==> src/rtl/mux_8_1_sched.sv <==
`default_nettype none
// ============================================================================
// Module   : mux_8_1_sched
// Brief    : Round-robin scheduler driving the select of a shared 8:1 mux.
//            Grants are registered and one-hot, end on owner release or on
//            a hold-limit timeout, and are separated by one dead (GAP) cycle
//            so the mux select never changes under an asserted grant.
// Options  : MUX_8_1_SCHED_PRIO_EN - when defined, requester 0 always wins
//            arbitration; requesters 1-7 share round-robin among themselves.
// Revision : 1.0 - initial release
// ============================================================================
module mux_8_1_sched #(
  parameter int HOLD_CYCLES = 4
) (
  input  logic       clk,
  input  logic       reset,
  input  logic [7:0] req,
  output logic [2:0] s,
  output logic [7:0] gnt,
  output logic       busy,
  output logic       expired
);

  // Last cycle index of a grant; reaching it while still requested ends the grant.
  localparam logic [7:0] c_HOLD_LAST = 8'(HOLD_CYCLES - 1);

  typedef enum logic [1:0] {
    ST_IDLE  = 2'd0,
    ST_GRANT = 2'd1,
    ST_GAP   = 2'd2
  } state_t;

  state_t     r_state;
  logic [2:0] r_s;
  logic [7:0] r_gnt;
  logic       r_busy;
  logic       r_expired;
  logic [2:0] r_last;
  logic [7:0] r_hold_cnt;

  logic [2:0] w_win;
  logic       w_found;
  logic [2:0] w_cand;

  assign s       = r_s;
  assign gnt     = r_gnt;
  assign busy    = r_busy;
  assign expired = r_expired;

  // Pick the winner: first set request at or after last+1, wrapping upward.
  // The final candidate (offset 8) is the previous owner itself, so a timed-out
  // owner is re-granted only when nobody else is requesting.
  always_comb begin
    w_win   = 3'd0;
    w_found = 1'b0;
    w_cand  = 3'd0;
`ifdef MUX_8_1_SCHED_PRIO_EN
    // Index 0 overrides the rotation; with req[0] low the loop below can never
    // select 0, which leaves 1-7 rotating among themselves.
    if (req[0]) begin
      w_win   = 3'd0;
      w_found = 1'b1;
    end
`endif
    for (int i = 1; i <= 8; i++) begin
      w_cand = r_last + 3'(i);
      if (!w_found && req[w_cand]) begin
        w_win   = w_cand;
        w_found = 1'b1;
      end
    end
  end

  // Scheduler state machine; all outputs are registered here.
  always_ff @(posedge clk) begin
    if (reset) begin
      r_state    <= ST_IDLE;
      r_s        <= 3'd0;
      r_gnt      <= 8'd0;
      r_busy     <= 1'b0;
      r_expired  <= 1'b0;
      r_last     <= 3'd7;
      r_hold_cnt <= 8'd0;
    end else begin
      r_expired <= 1'b0;
      case (r_state)
        ST_IDLE, ST_GAP: begin
          if (w_found) begin
            r_state    <= ST_GRANT;
            r_gnt      <= 8'b1 << w_win;
            r_s        <= w_win;
            r_last     <= w_win;
            r_hold_cnt <= 8'd0;
            r_busy     <= 1'b1;
          end else begin
            r_state <= ST_IDLE;
            r_gnt   <= 8'd0;
            r_busy  <= 1'b0;
          end
        end
        ST_GRANT: begin
          r_hold_cnt <= r_hold_cnt + 8'd1;
          if (!req[r_s]) begin
            // Owner released: no timeout pulse even if the limit was also hit.
            r_state <= ST_GAP;
            r_gnt   <= 8'd0;
            r_busy  <= 1'b0;
          end else if (r_hold_cnt == c_HOLD_LAST) begin
            r_state   <= ST_GAP;
            r_gnt     <= 8'd0;
            r_busy    <= 1'b0;
            r_expired <= 1'b1;
          end
        end
        default: begin
          r_state <= ST_IDLE;
          r_gnt   <= 8'd0;
          r_busy  <= 1'b0;
        end
      endcase
    end
  end

endmodule
`default_nettype wire

==> config.mk <==
export PLATFORM = sky130hd
export DESIGN_NAME = mux_8_1_sched
export DESIGN_NICKNAME = d
export VERILOG_FILES = /design/src/rtl/mux_8_1_sched.sv
export SDC_FILE = /design/constraint.sdc
export NUM_CORES = 1
export LEC_CHECK = 0
export ABC_CLOCK_PERIOD_IN_PS = 6000
export CORE_UTILIZATION = 62
export CTS_CLUSTER_DIAMETER = 150
export DETAILED_ROUTE_END_ITERATION = 7
export PLACE_DENSITY = 0.93
export SETUP_SLACK_MARGIN = 0.05
export SLEW_MARGIN = 40
export SYNTH_ARGS = -nofsm -noshare
export SYNTH_HDL_FRONTEND = slang
export SYNTH_SLANG_ARGS = --single-unit
export TNS_END_PERCENT = 20
==> constraint.sdc <==
create_clock -name clk -period 6 [get_ports clk]
set_input_delay 0.6 -clock clk [delete_from_list [all_inputs] [get_ports clk]]
set_output_delay 0.6 -clock clk [all_outputs]
set_load 0.01 [all_outputs]
# Yosys cells after proc, flatten, opt, wreduce, memory -nomap -nowiden
# Cells that the tools add are included.
dict set report word_totals {
  regBits 26
}
dict set report op_classes {
  n_shift 1
  n_reduce_logical 20
  bitwise 2
  addsub 8
  muxes 49
  n_lt_le_gt_ge 9
  n_eq_ne 5
}
# op n
set ops {}
lappend ops {{3-bit by 4-bit < comparator with 1-bit output, second input constant} 9}
lappend ops {{8-bit 2-to-1 mux} 4}
lappend ops {{8-bit case mux with 2 select lines} 2}
lappend ops {{1-bit binary-select mux with 3-bit select} 9}
lappend ops {{3-bit 2-to-1 mux} 8}
lappend ops {{1-bit 2-to-1 mux} 22}
lappend ops {{3-bit adder, second input constant} 4}
lappend ops {{8-bit by 1-bit adder with 8-bit output, second input constant} 1}
lappend ops {{8-bit by 2-bit == test with 1-bit output, second input constant} 1}
lappend ops {{1-bit by 3-bit << shifter with 8-bit output, first input constant} 1}
lappend ops {{1-bit logical AND} 7}
lappend ops {{1-bit logical NOT} 7}
lappend ops {{3-bit by 2-bit adder with 3-bit output, second input constant} 2}
lappend ops {{2-bit 2-to-1 mux} 2}
lappend ops {{2-bit case mux with 2 select lines} 1}
lappend ops {{2-bit AND reduction} 2}
lappend ops {{3-bit by 1-bit adder with 3-bit output, second input constant} 1}
lappend ops {{3-bit != test, second input constant} 1}
lappend ops {{3-bit OR reduction} 1}
lappend ops {{2-bit by 1-bit == test with 1-bit output, second input constant} 1}
lappend ops {{2-bit == test, second input constant} 1}
lappend ops {{2-bit logical NOT} 1}
lappend ops {{2-bit != test, second input constant} 1}
lappend ops {{1-bit NOT} 2}
lappend ops {{other kinds (3)} 3}

# Logic depth before layout (Yosys ltp)
# Gate-level depths: netlist of the first run.
dict set report depth {
  depth_word 28
  mapped_depth 13
}

# Worst setup path before layout of the first run
# Ideal clock, no wire load.
dict set report synth_path {
  path_kind {register to register}
  startpoint {reg r_last[1]}
  endpoint {reg r_gnt[2] (netlist: gnt[2])}
  setup_time_ns 0.096
  arrival_time_ns 3.104
  required_ns 5.904
  path_buffers 3
  path_stages_with_launch 13
  slack_ns 2.800
  path_cell_list {dfxtp_1 buf_2 inv_1 ha_1 buf_4 buf_2 mux4_2 mux2_2 nor2b_4 nand3_4 o31a_1 and2_4 o41ai_2}
}
dict set report synth_via {
  elab_chain_len 28
}
# element line
set synth_lines {}
lappend synth_lines {{start: declaration} 38} ;# logic [2:0] r_last;
lappend synth_lines {{start signal: assignment} 92} ;# r_last <= w_win;
lappend synth_lines {{3-bit by 1-bit adder with 3-bit output} 66} ;# w_cand = r_last + 3'(i);
lappend synth_lines {{1-bit binary-select mux with 3-bit select} 67} ;# if (!w_found && req[w_cand]) begin
lappend synth_lines {{1-bit 2-to-1 mux (not written as such)} 67}
lappend synth_lines {{1-bit 2-to-1 mux} 67}
lappend synth_lines {{1-bit logical NOT} 67}
lappend synth_lines {{1-bit logical AND} 67}
lappend synth_lines {{1-bit 2-to-1 mux} 67}
lappend synth_lines {{1-bit logical NOT} 67}
lappend synth_lines {{(+12 left out)} -}
lappend synth_lines {{1-bit logical AND} 67}
lappend synth_lines {{1-bit 2-to-1 mux} 67}
lappend synth_lines {{1-bit logical NOT} 67}
lappend synth_lines {{1-bit logical AND} 67}
lappend synth_lines {{3-bit 2-to-1 mux} 67}
lappend synth_lines {{1-bit by 3-bit << shifter with 8-bit output} 90} ;# r_gnt <= 8'b1 << w_win;
lappend synth_lines {{8-bit 2-to-1 mux *} 88} ;# if (w_found) begin
lappend synth_lines {{8-bit case mux with 2 select lines *} 86} ;# case (r_state)
lappend synth_lines {{end signal: assignment} 90}
lappend synth_lines {{end: declaration} 35} ;# logic [7:0] r_gnt;
# Every way passes the cells marked *; elsewhere a longest branch is shown, timed or not. The select of a mux whose other input is x is not followed.
# A chain may end at the register's enable or synchronous reset.

# Worst setup path in the final report of the first run
dict set report layout_path {
  startpoint {reg r_last[1]}
  endpoint {reg r_hold_cnt[7]}
}
dict set report layout_via {
  elab_chain_len 27
}
# element line
set layout_lines {}
lappend layout_lines {{3-bit by 1-bit adder with 3-bit output} 66}
lappend layout_lines {{1-bit binary-select mux with 3-bit select} 67}
lappend layout_lines {{1-bit 2-to-1 mux (not written as such)} 67}
lappend layout_lines {{1-bit 2-to-1 mux} 67}
lappend layout_lines {{1-bit logical NOT} 67}
lappend layout_lines {{1-bit logical AND} 67}
lappend layout_lines {{1-bit 2-to-1 mux} 67}
lappend layout_lines {{1-bit logical NOT} 67}
lappend layout_lines {{(+11 left out)} -}
lappend layout_lines {{1-bit logical NOT} 67}
lappend layout_lines {{1-bit logical AND} 67}
lappend layout_lines {{1-bit 2-to-1 mux} 67}
lappend layout_lines {{1-bit logical NOT} 67}
lappend layout_lines {{1-bit logical AND} 67}
lappend layout_lines {{1-bit 2-to-1 mux *} 67}
lappend layout_lines {{2-bit != test (no source line) *} -}
lappend layout_lines {{2-bit AND reduction (no source line) *} -}
lappend layout_lines {{end signal: assignment} 102} ;# r_hold_cnt <= r_hold_cnt + 8'd1;
lappend layout_lines {{end: declaration} 39} ;# logic [7:0] r_hold_cnt;
# Marked as above.

==> flow_summary.json, run 1 <==
{
  "status": "finished, final reports clean",
  "ir_worst_vdd_uv": 349,
  "first_global_vias": 1788,
  "rrSetupSlack_ps": 1630,
  "cts_root_buf": "clkbuf_4",
  "drv_slew": 0,
  "rsz0062_at_grt": "no",
  "vias": 1981,
  "holdPathEnd": "gnt[0]$_SDFFE_PP0P_",
  "ys_async_sr_fraction_pct": 0,
  "core-area_um2": 3360,
  "cts_buffers": 3,
  "die_h_um": 61.3,
  "synth_edf_count": 0,
  "synth_flop_cell": "dfxtp_1",
  "fin_crit_sh_pct": 72.8,
  "drt_wl_total_mm": 5.21,
  "cts_hold_buf": 0,
  "skew_ps": 10.2,
  "synth_cells": 230,
  "crit_required_ps": 6240,
  "htreeDepth": 1,
  "ioPinCount": 23,
  "grtUsageTotal_pct": 30.0,
  "syn_avg_cell_area_um2": 9.49,
  "tns_ps": 0,
  "drt_iter0_drc": 165,
  "cts_setup_buffers": 0,
  "hold_path_depth": 2,
  "antenna_found_initial": 0,
  "synth_seq_area_share_pct": 22.9,
  "synth_top_area_share_pct": 22.9,
  "synth.top_cells.by_area": "dfxtp_1 23%, mux4_2 17%, mux2i_1 6.4%",
  "diodes": 0,
  "slew_headroom_pct": 46.9,
  "nets": 260,
  "p_leak_nw": 0.899,
  "yosysMostFrequentCell": "nand2_1",
  "hold_slack_ps": 469,
  "final_util_pct": 72.3,
  "cts.clk_slew.worst_paths_ps": 140,
  "wire_per_inst_um": 17.8,
  "grt_pass1_wl_mm": 8.34,
  "crit_arrival_ps": 4610,
  "first_pass_iters": 5,
  "portBuffers": 22,
  "reg2reg_to": "r_hold_cnt[7]$_SDFFE_PP0P_",
  "die_w_um": 61.3,
  "crit_path_end_kind": "flip-flop",
  "ff2ff_path_depth": 8,
  "fin_crit_ps": 4370,
  "synth_top_area_cell": "dfxtp_1",
  "ys_types": 56,
  "drc": 0,
  "fill_cells": 264,
  "cts_tree": "done",
  "r2r-start": "r_last[1]$_SDFFE_PP1P_",
  "finalInstanceArea_um2": 2430,
  "overflow": 0,
  "fmax_ghz": 0.229,
  "dieArea_um2": 3760,
  "path_class": "reg -> reg",
  "ctsResizeCount": 0,
  "hold_start": "gnt[0]$_SDFFE_PP0P_",
  "worstMarginPinSlew_ps": 796,
  "cp-start-kind": "flip-flop",
  "hold_violations": 0,
  "ys_warn_count": 0,
  "clock_latency_ps": 330,
  "worstHoldPathType": "reg -> reg",
  "syn_area_um2": 2180,
  "area_delta_synth_final_pct": 11.4,
  "start_util_pct": 64.9,
  "cts.sinks": 25,
  "grt_max_degree": 21,
  "viasPerCell": 6.78,
  "dp_hpwl_mm": 3.83,
  "rows": 21,
  "synth_seq_cells": 25,
  "cp_max_fo": 18,
  "ys_top_cells_by_count": "31 x nand2_1, 25 x dfxtp_1, 16 x mux4_2",
  "layout-drive-gt1-share_pct": 17.1,
  "gp_congestion": 0.963,
  "syn_nets": 243,
  "place_area_um2": 2400,
  "report.final.setup_viol": 0,
  "drv_cap": 0,
  "clock_path_buffers": 2,
  "ant_nets": 0,
  "power_density_nw_per_um2": 540
}
==> worst max-delay path by stage <==
stage	startpoint	endpoint	slack (ps)	cells past startpoint
detailed placement	r_last[0]$_SDFFE_PP1P_	r_hold_cnt[7]$_SDFFE_PP0P_	1460	8
finish	r_last[1]$_SDFFE_PP1P_	r_hold_cnt[7]$_SDFFE_PP0P_	1630	8
CTS	r_last[0]$_SDFFE_PP1P_	r_hold_cnt[7]$_SDFFE_PP0P_	1440	8
global route	r_last[1]$_SDFFE_PP1P_	r_hold_cnt[7]$_SDFFE_PP0P_	1370	9
global placement	r_last[0]$_SDFFE_PP1P_	r_hold_cnt[7]$_SDFFE_PP0P_	1710	9
floorplan	r_last[1]$_SDFFE_PP1P_	gnt[2]$_SDFFE_PP0P_	2800	12
==> state kept, by name (all words and copies together), names as in the netlist <==
| register | count |
|---|---|
| gnt | 8 |
| r_hold_cnt | 8 |
| r_last | 3 |
| s | 3 |
| busy | 1 |
| expired | 1 |
| r_state | 1 |
==> per-stage QoR <==
step           setup WS, ps  power [mW]  std cells
2_1_floorplan          2800        1.02        230
3_3_place_gp           1710        1.19        288
3_5_place_dp           1460        1.22        288
4_1_cts                1440        1.30        292
5_1_grt                1370        1.40        292
6_report               1630        1.31        292
==> per-layer routing <==
metal | global-route usage (%) | routed length (um)
met1 | 41.4 | 2220
met2 | 48.1 | 2440
met3 | 4.62 | 395
met4 | 10.5 | 154
met5 | 0 | 0
==> logic make-up (layout without fill, tap and decap cells) <==
group | Yosys count | after routing | synth area share (%)
buffers and inverters | 17 | 33 | 3.95
xor gates and xnor gates | 8 | 8 | 3.21
muxes | 37 | 37 | 27.7
adders and majority gates | 3 | 3 | 1.72
AOI/OAI and AO/OA | 48 | 48 | 18.2
DFF | 25 | 25 | 22.9
and+or+nand+nor | 92 | 92 | 22.2
==> final cells by class <==
| class | count | area, um2 | share of cell area (%) |
|---|---|---|---|
| Clock buffer | 3 | 22.5 | 0.926 |
| Clock inverter | 1 | 7.51 | 0.309 |
| Inverter | 7 | 26.3 | 1.08 |
| Multi-Input combinational cell | 188 | 1600 | 65.6 |
| Sequential cell | 25 | 502 | 20.6 |
| Tap cell | 46 | 57.6 | 2.37 |
| Timing Repair Buffer | 22 | 220 | 9.05 |
==> power by group <==
group / total (mW) / internal, mW / switching (mW)
Sequential: 0.274 / 0.205 / 0.0690
Combinational: 0.962 / 0.436 / 0.526
Clock: 0.0776 / 0.0255 / 0.0520
==> worst max-delay path, cell delays in order, from the launching register on <==
cell and delay [ps]:
dfxtp_1 750, inv_1 270, ha_1 880, mux4_2 660
mux2i_1 330, nand2_1 240, o31ai_2 740, nand2_1 150
a311oi_2 260
==> cell usage in the layout, fill, tap and decap left out, drive strengths merged, types with 6 or more instances in the layout <==
cell           instances
nor3                  10
mux2i                 15
dfxtp                 25
nand3                 12
nand2b                 6
o31ai                  7
clkdlybuf4s50         22
inv                    7
a21oi                 10
nand2                 31
nor2                  10
mux4                  17
Power figures use the tool's default switching activity.
==> run 2: changes to the inputs <==
--- a/config.mk
+++ b/config.mk
@@ -5,11 +5,11 @@
 export SDC_FILE = /design/constraint.sdc
 export NUM_CORES = 1
 export LEC_CHECK = 0
-export ABC_CLOCK_PERIOD_IN_PS = 6000
-export CORE_UTILIZATION = 62
+export ABC_CLOCK_PERIOD_IN_PS = 3800
+export CORE_UTILIZATION = 52
 export CTS_CLUSTER_DIAMETER = 150
 export DETAILED_ROUTE_END_ITERATION = 7
-export PLACE_DENSITY = 0.93
+export PLACE_DENSITY = 0.84
 export SETUP_SLACK_MARGIN = 0.05
 export SLEW_MARGIN = 40
 export SYNTH_ARGS = -nofsm -noshare
==> constraint.sdc (replaced) <==
create_clock -name clk -period 3.8 [get_ports clk]
set_input_delay 0.38 -clock clk [delete_from_list [all_inputs] [get_ports clk]]
set_output_delay 0.38 -clock clk [all_outputs]
set_load 0.01 [all_outputs]
==> run 2 against run 1 <==
Sequential power rose by 34%. Clock skew is 4.9 ps lower. Hold slack worse by 10 ps. Die area rose by 19%. Global-route usage down 4.6 points. Clock power rose by 100%. Maximum frequency rose by 34%. Final area rose by 2.5%. Via count shrank 0.10%. Cell count increased by 3.1%. Critical path depth grew 2. Worst setup slack worse by 1100 ps. Highest routed layer unchanged.
==> flow_summary.json, run 2 (synthesized netlist as in run 1, its figures left out) <==
{
  "wl_met3_um": 327,
  "vias": 1979,
  "portBuffers": 22,
  "ctsResizeCount": 0,
  "ant_nets": 0,
  "cts_tree": "done",
  "drv_slew": 0,
  "path_class": "reg -> reg",
  "slew_headroom_pct": 50.5,
  "met1_length_mm": 2.27,
  "worstMarginPinSlew_ps": 740,
  "top_layer": "met4",
  "crit_required_ps": 3980,
  "cp_slowest_cell": "a32oi_1",
  "post-place-ws_ps": 611,
  "hold_start": "gnt[7]$_SDFFE_PP0P_",
  "r2r-start": "r_last[1]$_SDFFE_PP1P_",
  "max_stage_delay_ps": 540,
  "fmax_ghz": 0.306,
  "report.final.setup_viol": 0,
  "rrSetupSlack_ps": 530,
  "dieArea_um2": 4460,
  "ioPinCount": 23,
  "crit_arrival_ps": 3450,
  "area_delta_synth_final_pct": 14.2,
  "cts.sinks": 25,
  "viasPerCell": 6.57,
  "tns_ps": 0,
  "start_util_pct": 54.2,
  "rsz0062_at_grt": "no",
  "status": "finished, final reports clean",
  "hold_path_depth": 2,
  "gp_congestion": 0.918,
  "htreeDepth": 1,
  "fill_cells": 345,
  "die_w_um": 66.8,
  "crit_path_end_kind": "flip-flop",
  "final_cell_mix": "31 x nand2_1, 25 x dfxtp_1, 22 x clkdlybuf4s50_1",
  "grtUsageTotal_pct": 25.3,
  "die_h_um": 66.8,
  "drv_cap": 0,
  "wl_met2_mm": 2.65,
  "grt_pass1_wl_mm": 8.77,
  "rows": 23,
  "nets": 265,
  "crit_chain": "inv_1, ha_1, buf_4, mux4_2, mux2_2, nor2b_4, nand4_1, a32oi_1, nor2_1, nor3_1",
  "drt_iter0_drc": 169,
  "power_density_nw_per_um2": 857,
  "skew_ps": 5.29,
  "clock_path_buffers": 2,
  "cp-start-kind": "flip-flop",
  "reg2reg_to": "s[0]$_SDFFE_PP0P_",
  "regArea_um2": 500,
  "first_pass_iters": 4,
  "diodes": 0,
  "antenna_found_initial": 0,
  "wire_per_inst_um": 17.6,
  "mostFrequentLayoutCell": "nand2_1",
  "p_leak_nw": 0.931,
  "first_global_vias": 1830,
  "multiInputGateArea_um2": 1600,
  "drt_wl_total_mm": 5.29,
  "layout-drive-gt1-share_pct": 18.3,
  "drc": 0,
  "cts.clk_slew.worst_paths_ps": 90,
  "grt_max_degree": 21,
  "core-area_um2": 4030,
  "hold_violations": 0,
  "fin_crit_ps": 3270,
  "worstHoldPathType": "reg -> reg",
  "cts_hold_buf": 0,
  "ir_worst_vdd_uv": 447,
  "ff2ff_path_depth": 10,
  "dp_hpwl_mm": 4.02,
  "clock_latency_ps": 270,
  "cts_setup_buffers": 0,
  "cp_max_fo": 12,
  "overflow": 0,
  "cts_buffers": 3,
  "cts_root_buf": "clkbuf_8",
  "fin_crit_sh_pct": 86.0,
  "postLayoutSetupSlackWorst_ps": 532,
  "holdPathEnd": "gnt[7]$_SDFFE_PP0P_"
}
## run 2: changes by cell type in the layout (fill, tap and decap cells not counted)
| cell | delta |
|---|---|
| dfxtp_2 | -1 |
| dfxtp_1 | +1 |
| clkbuf_4 | -3 |
| clkbuf_8 | +3 |
| buf_4 | +5 |
## run 2: cell type report
| type | count | area share (%) |
|---|---|---|
| clock buffers | 3 | 1.66 |
| multi-input cells | 188 | 64.1 |
| well taps | 50 | 2.51 |
| repair buffers | 27 | 10.3 |
| inverters | 7 | 1.05 |
| flip-flops and latches | 25 | 20.1 |
| clock inverters | 1 | 0.301 |
## run 2: metal layers
layer | vias to the layer above | global-route usage (%)
met4 | 0 | 5.85
li1 | 924 | -
met5 | - | 0
met3 | 6 | 3.42
met1 | 973 | 34.1
met2 | 76 | 42.6
## run 2: report_power, final
part	switching, mW	internal [mW]	total (mW)	leakage (nW)
combinational	0.899	0.712	1.61	0.705
clock	0.0833	0.0742	0.157	0.0217
sequential	0.0452	0.322	0.368	0.204
## run 2: worst max-delay path: cells and delay by family, from the launching register on
kind | cells | cell delay, ps
AOI/OAI and AO/OA | 1 | 540
adders and majority gates | 1 | 510
buffers and inverters | 2 | 390
DFF | 1 | 340
muxes | 2 | 710
and+or+nand+nor | 4 | 690
## run 2: stage by stage
| step | std cells | hold slack (ps) | cell area, um2 | power [mW] | utilization (%) |
|---|---|---|---|---|---|
| floorplan | 230 | 473 | 2180 | 1.61 | - |
| global placement | 297 | 440 | 2440 | 1.92 | 60.7 |
| detailed placement | 297 | 440 | 2440 | 1.96 | 60.7 |
| CTS | 301 | 461 | 2490 | 2.12 | 61.9 |
| global route | 301 | 480 | 2490 | 2.26 | 61.9 |
| finish | 301 | 459 | 2490 | 2.14 | 61.9 |
## run 2: worst max path at each step
stage / endpoint / depth (start not counted) / slack, ps / start
2_1_floorplan: gnt[2]$_SDFFE_PP0P_ / 12 / 600 / r_last[1]$_SDFFE_PP1P_
4_1_cts: s[0]$_SDFFE_PP0P_ / 10 / 580 / r_last[1]$_SDFFE_PP1P_
3_5_place_dp: gnt[2]$_SDFFE_PP0P_ / 10 / 610 / r_last[0]$_SDFFE_PP1P_
3_3_place_gp: gnt[3]$_SDFFE_PP0P_ / 10 / 670 / r_last[1]$_SDFFE_PP1P_
5_1_grt: s[0]$_SDFFE_PP0P_ / 10 / 310 / r_last[1]$_SDFFE_PP1P_
6_report: s[0]$_SDFFE_PP0P_ / 10 / 530 / r_last[1]$_SDFFE_PP1P_
==> run 3: changes to the inputs <==
--- a/config.mk
+++ b/config.mk
@@ -5,11 +5,11 @@
 export SDC_FILE = /design/constraint.sdc
 export NUM_CORES = 1
 export LEC_CHECK = 0
-export ABC_CLOCK_PERIOD_IN_PS = 3800
-export CORE_UTILIZATION = 52
+export ABC_CLOCK_PERIOD_IN_PS = 4040
+export CORE_UTILIZATION = 62
 export CTS_CLUSTER_DIAMETER = 150
 export DETAILED_ROUTE_END_ITERATION = 7
-export PLACE_DENSITY = 0.84
+export PLACE_DENSITY = 0.93
 export SETUP_SLACK_MARGIN = 0.05
 export SLEW_MARGIN = 40
 export SYNTH_ARGS = -nofsm -noshare
==> constraint.sdc (replaced) <==
create_clock -name clk -period 4.04 [get_ports clk]
set_input_delay 0.404 -clock clk [delete_from_list [all_inputs] [get_ports clk]]
set_output_delay 0.404 -clock clk [all_outputs]
set_load 0.01 [all_outputs]
==> run 3 against run 2 <==
Hold slack improved by 4.0 ps. Power shrank 6.7%. Maximum frequency down 4.0%. Die area is 16% lower. Global-route usage rose by 6.2 points. Sequential cell count did not move.
==> flow_summary.json, run 3 (synthesized netlist as in run 1, its figures left out) <==
{
  "grtUsageTotal_pct": 31.5,
  "drv_cap": 0,
  "die_h_um": 61.3,
  "overflow": 0,
  "dieArea_um2": 3760,
  "die_w_um": 61.3,
  "wire_per_inst_um": 18.5,
  "portBuffers": 22,
  "ff2ff_path_depth": 10,
  "r2r-start": "r_last[0]$_SDFFE_PP1P_",
  "crit_required_ps": 4290,
  "layout-drive-gt1-share_pct": 17.7,
  "hold_path_depth": 2,
  "drv_slew": 0,
  "p_leak_nw": 0.918,
  "htreeDepth": 1,
  "fmax_ghz": 0.294,
  "cts_hold_buf": 0,
  "crit_path_end_kind": "flip-flop",
  "clock_path_buffers": 2,
  "antenna_found_initial": 0,
  "ctsResizeCount": 0,
  "cts_setup_buffers": 0,
  "drc": 0,
  "first_pass_iters": 6,
  "gp_congestion": 1.01,
  "status": "finished, final reports clean",
  "crit_arrival_ps": 3650,
  "postLayoutSetupSlackWorst_ps": 636,
  "clock_latency_ps": 320,
  "reg2reg_to": "s[0]$_SDFFE_PP0P_",
  "holdPathEnd": "gnt[0]$_SDFFE_PP0P_",
  "drt_wl_total_mm": 5.45,
  "fin_crit_sh_pct": 84.2,
  "cts_buffers": 3,
  "report.final.setup_viol": 0,
  "path_class": "reg -> reg",
  "cts_root_buf": "clkbuf_4",
  "power_density_nw_per_um2": 810,
  "viasPerCell": 6.93,
  "hold_violations": 0,
  "drt_iter0_drc": 180,
  "start_util_pct": 64.9,
  "cts.sinks": 25,
  "nets": 263,
  "area_delta_synth_final_pct": 12.7,
  "first_global_vias": 1829,
  "rows": 21,
  "rsz0062_at_grt": "no",
  "worstHoldPathType": "reg -> reg",
  "ant_nets": 0,
  "fin_crit_ps": 3400,
  "diodes": 0,
  "cts.clk_slew.worst_paths_ps": 130,
  "grt_pass1_wl_mm": 8.77,
  "ir_worst_vdd_uv": 416,
  "cp-start-kind": "flip-flop",
  "grt_max_degree": 21,
  "mostFrequentLayoutCell": "nand2_1",
  "vias": 2044,
  "dp_hpwl_mm": 3.97,
  "cp_max_fo": 10,
  "worstMarginPinSlew_ps": 738,
  "design_power_total_mw": 1.99,
  "regArea_um2": 500,
  "skew_ps": 4.86,
  "cts_tree": "done",
  "multiInputGateArea_um2": 1610,
  "post-place-ws_ps": 484,
  "slew_headroom_pct": 50.8,
  "ioPinCount": 23,
  "hold_start": "gnt[0]$_SDFFE_PP0P_",
  "core-area_um2": 3360,
  "final_cell_mix": "31 x nand2_1, 25 x dfxtp_1, 22 x clkdlybuf4s50_1",
  "rrSetupSlack_ps": 640,
  "tns_ps": 0,
  "fill_cells": 243
}
==> run 3: cell count changes in the layout (fill, tap and decap cells not counted), sizes merged <==
cell / previous run / this run
buf: 5 / 3
clkinv: 0 / 1
clkinvlp: 1 / 0
==> run 3: per-stage QoR <==
stage	hold slack [ps]	util (%)	instance area, um2	std cells
2_1_floorplan	473	-	2180	230
3_3_place_gp	445	72.1	2420	291
3_5_place_dp	441	72.1	2420	291
4_1_cts	466	72.9	2450	295
5_1_grt	498	73.1	2460	295
6_report	463	73.1	2460	295
==> run 3: worst max-delay path: stages, from the launching register on <==
cell and delay, ps:
dfxtp_1 350, inv_1 130, ha_1 600, buf_4 280
mux4_2 360, mux2_2 340, nor2b_4 220, nand4_1 150
a32oi_1 560, nor2_1 150, nor3_1 190
==> run 3: worst max path at each step <==
stage / from / endpoint / slack [ps] / cells past startpoint
4_1_cts: r_last[0]$_SDFFE_PP1P_ / r_hold_cnt[7]$_SDFFE_PP0P_ / 440 / 10
2_1_floorplan: r_last[1]$_SDFFE_PP1P_ / gnt[2]$_SDFFE_PP0P_ / 840 / 12
3_3_place_gp: req[3] / r_hold_cnt[7]$_SDFFE_PP0P_ / 630 / 8
5_1_grt: r_last[0]$_SDFFE_PP1P_ / r_hold_cnt[7]$_SDFFE_PP0P_ / 400 / 8
6_report: r_last[0]$_SDFFE_PP1P_ / s[0]$_SDFFE_PP0P_ / 640 / 10
3_5_place_dp: r_last[0]$_SDFFE_PP1P_ / r_hold_cnt[7]$_SDFFE_PP0P_ / 480 / 10
==> run 3: area by class of cell <==
cell class	instances	area share, %
well taps	46	2.34
clock buffers	3	0.916
flip-flops and latches	25	20.3
inverters	7	1.07
clock inverters	1	0.203
repair buffers	25	9.87
multi-input cells	188	65.3
==> run 3: layer usage <==
| metal | GRT usage [%] | vias to the layer above | wire length [um] |
|---|---|---|---|
| met3 | 7.35 | 18 | 446 |
| li1 | - | 919 | - |
| met2 | 49.5 | 131 | 2640 |
| met5 | 0 | - | 0 |
| met4 | 11.4 | 0 | 95 |
| met1 | 42.8 | 976 | 2270 |
==> run 3: power by group <==
part	internal (mW)	switching, mW	total [mW]
combinational	0.663	0.850	1.51
sequential	0.303	0.0647	0.368
clock	0.0371	0.0743	0.111
total	1.00	0.989	1.99
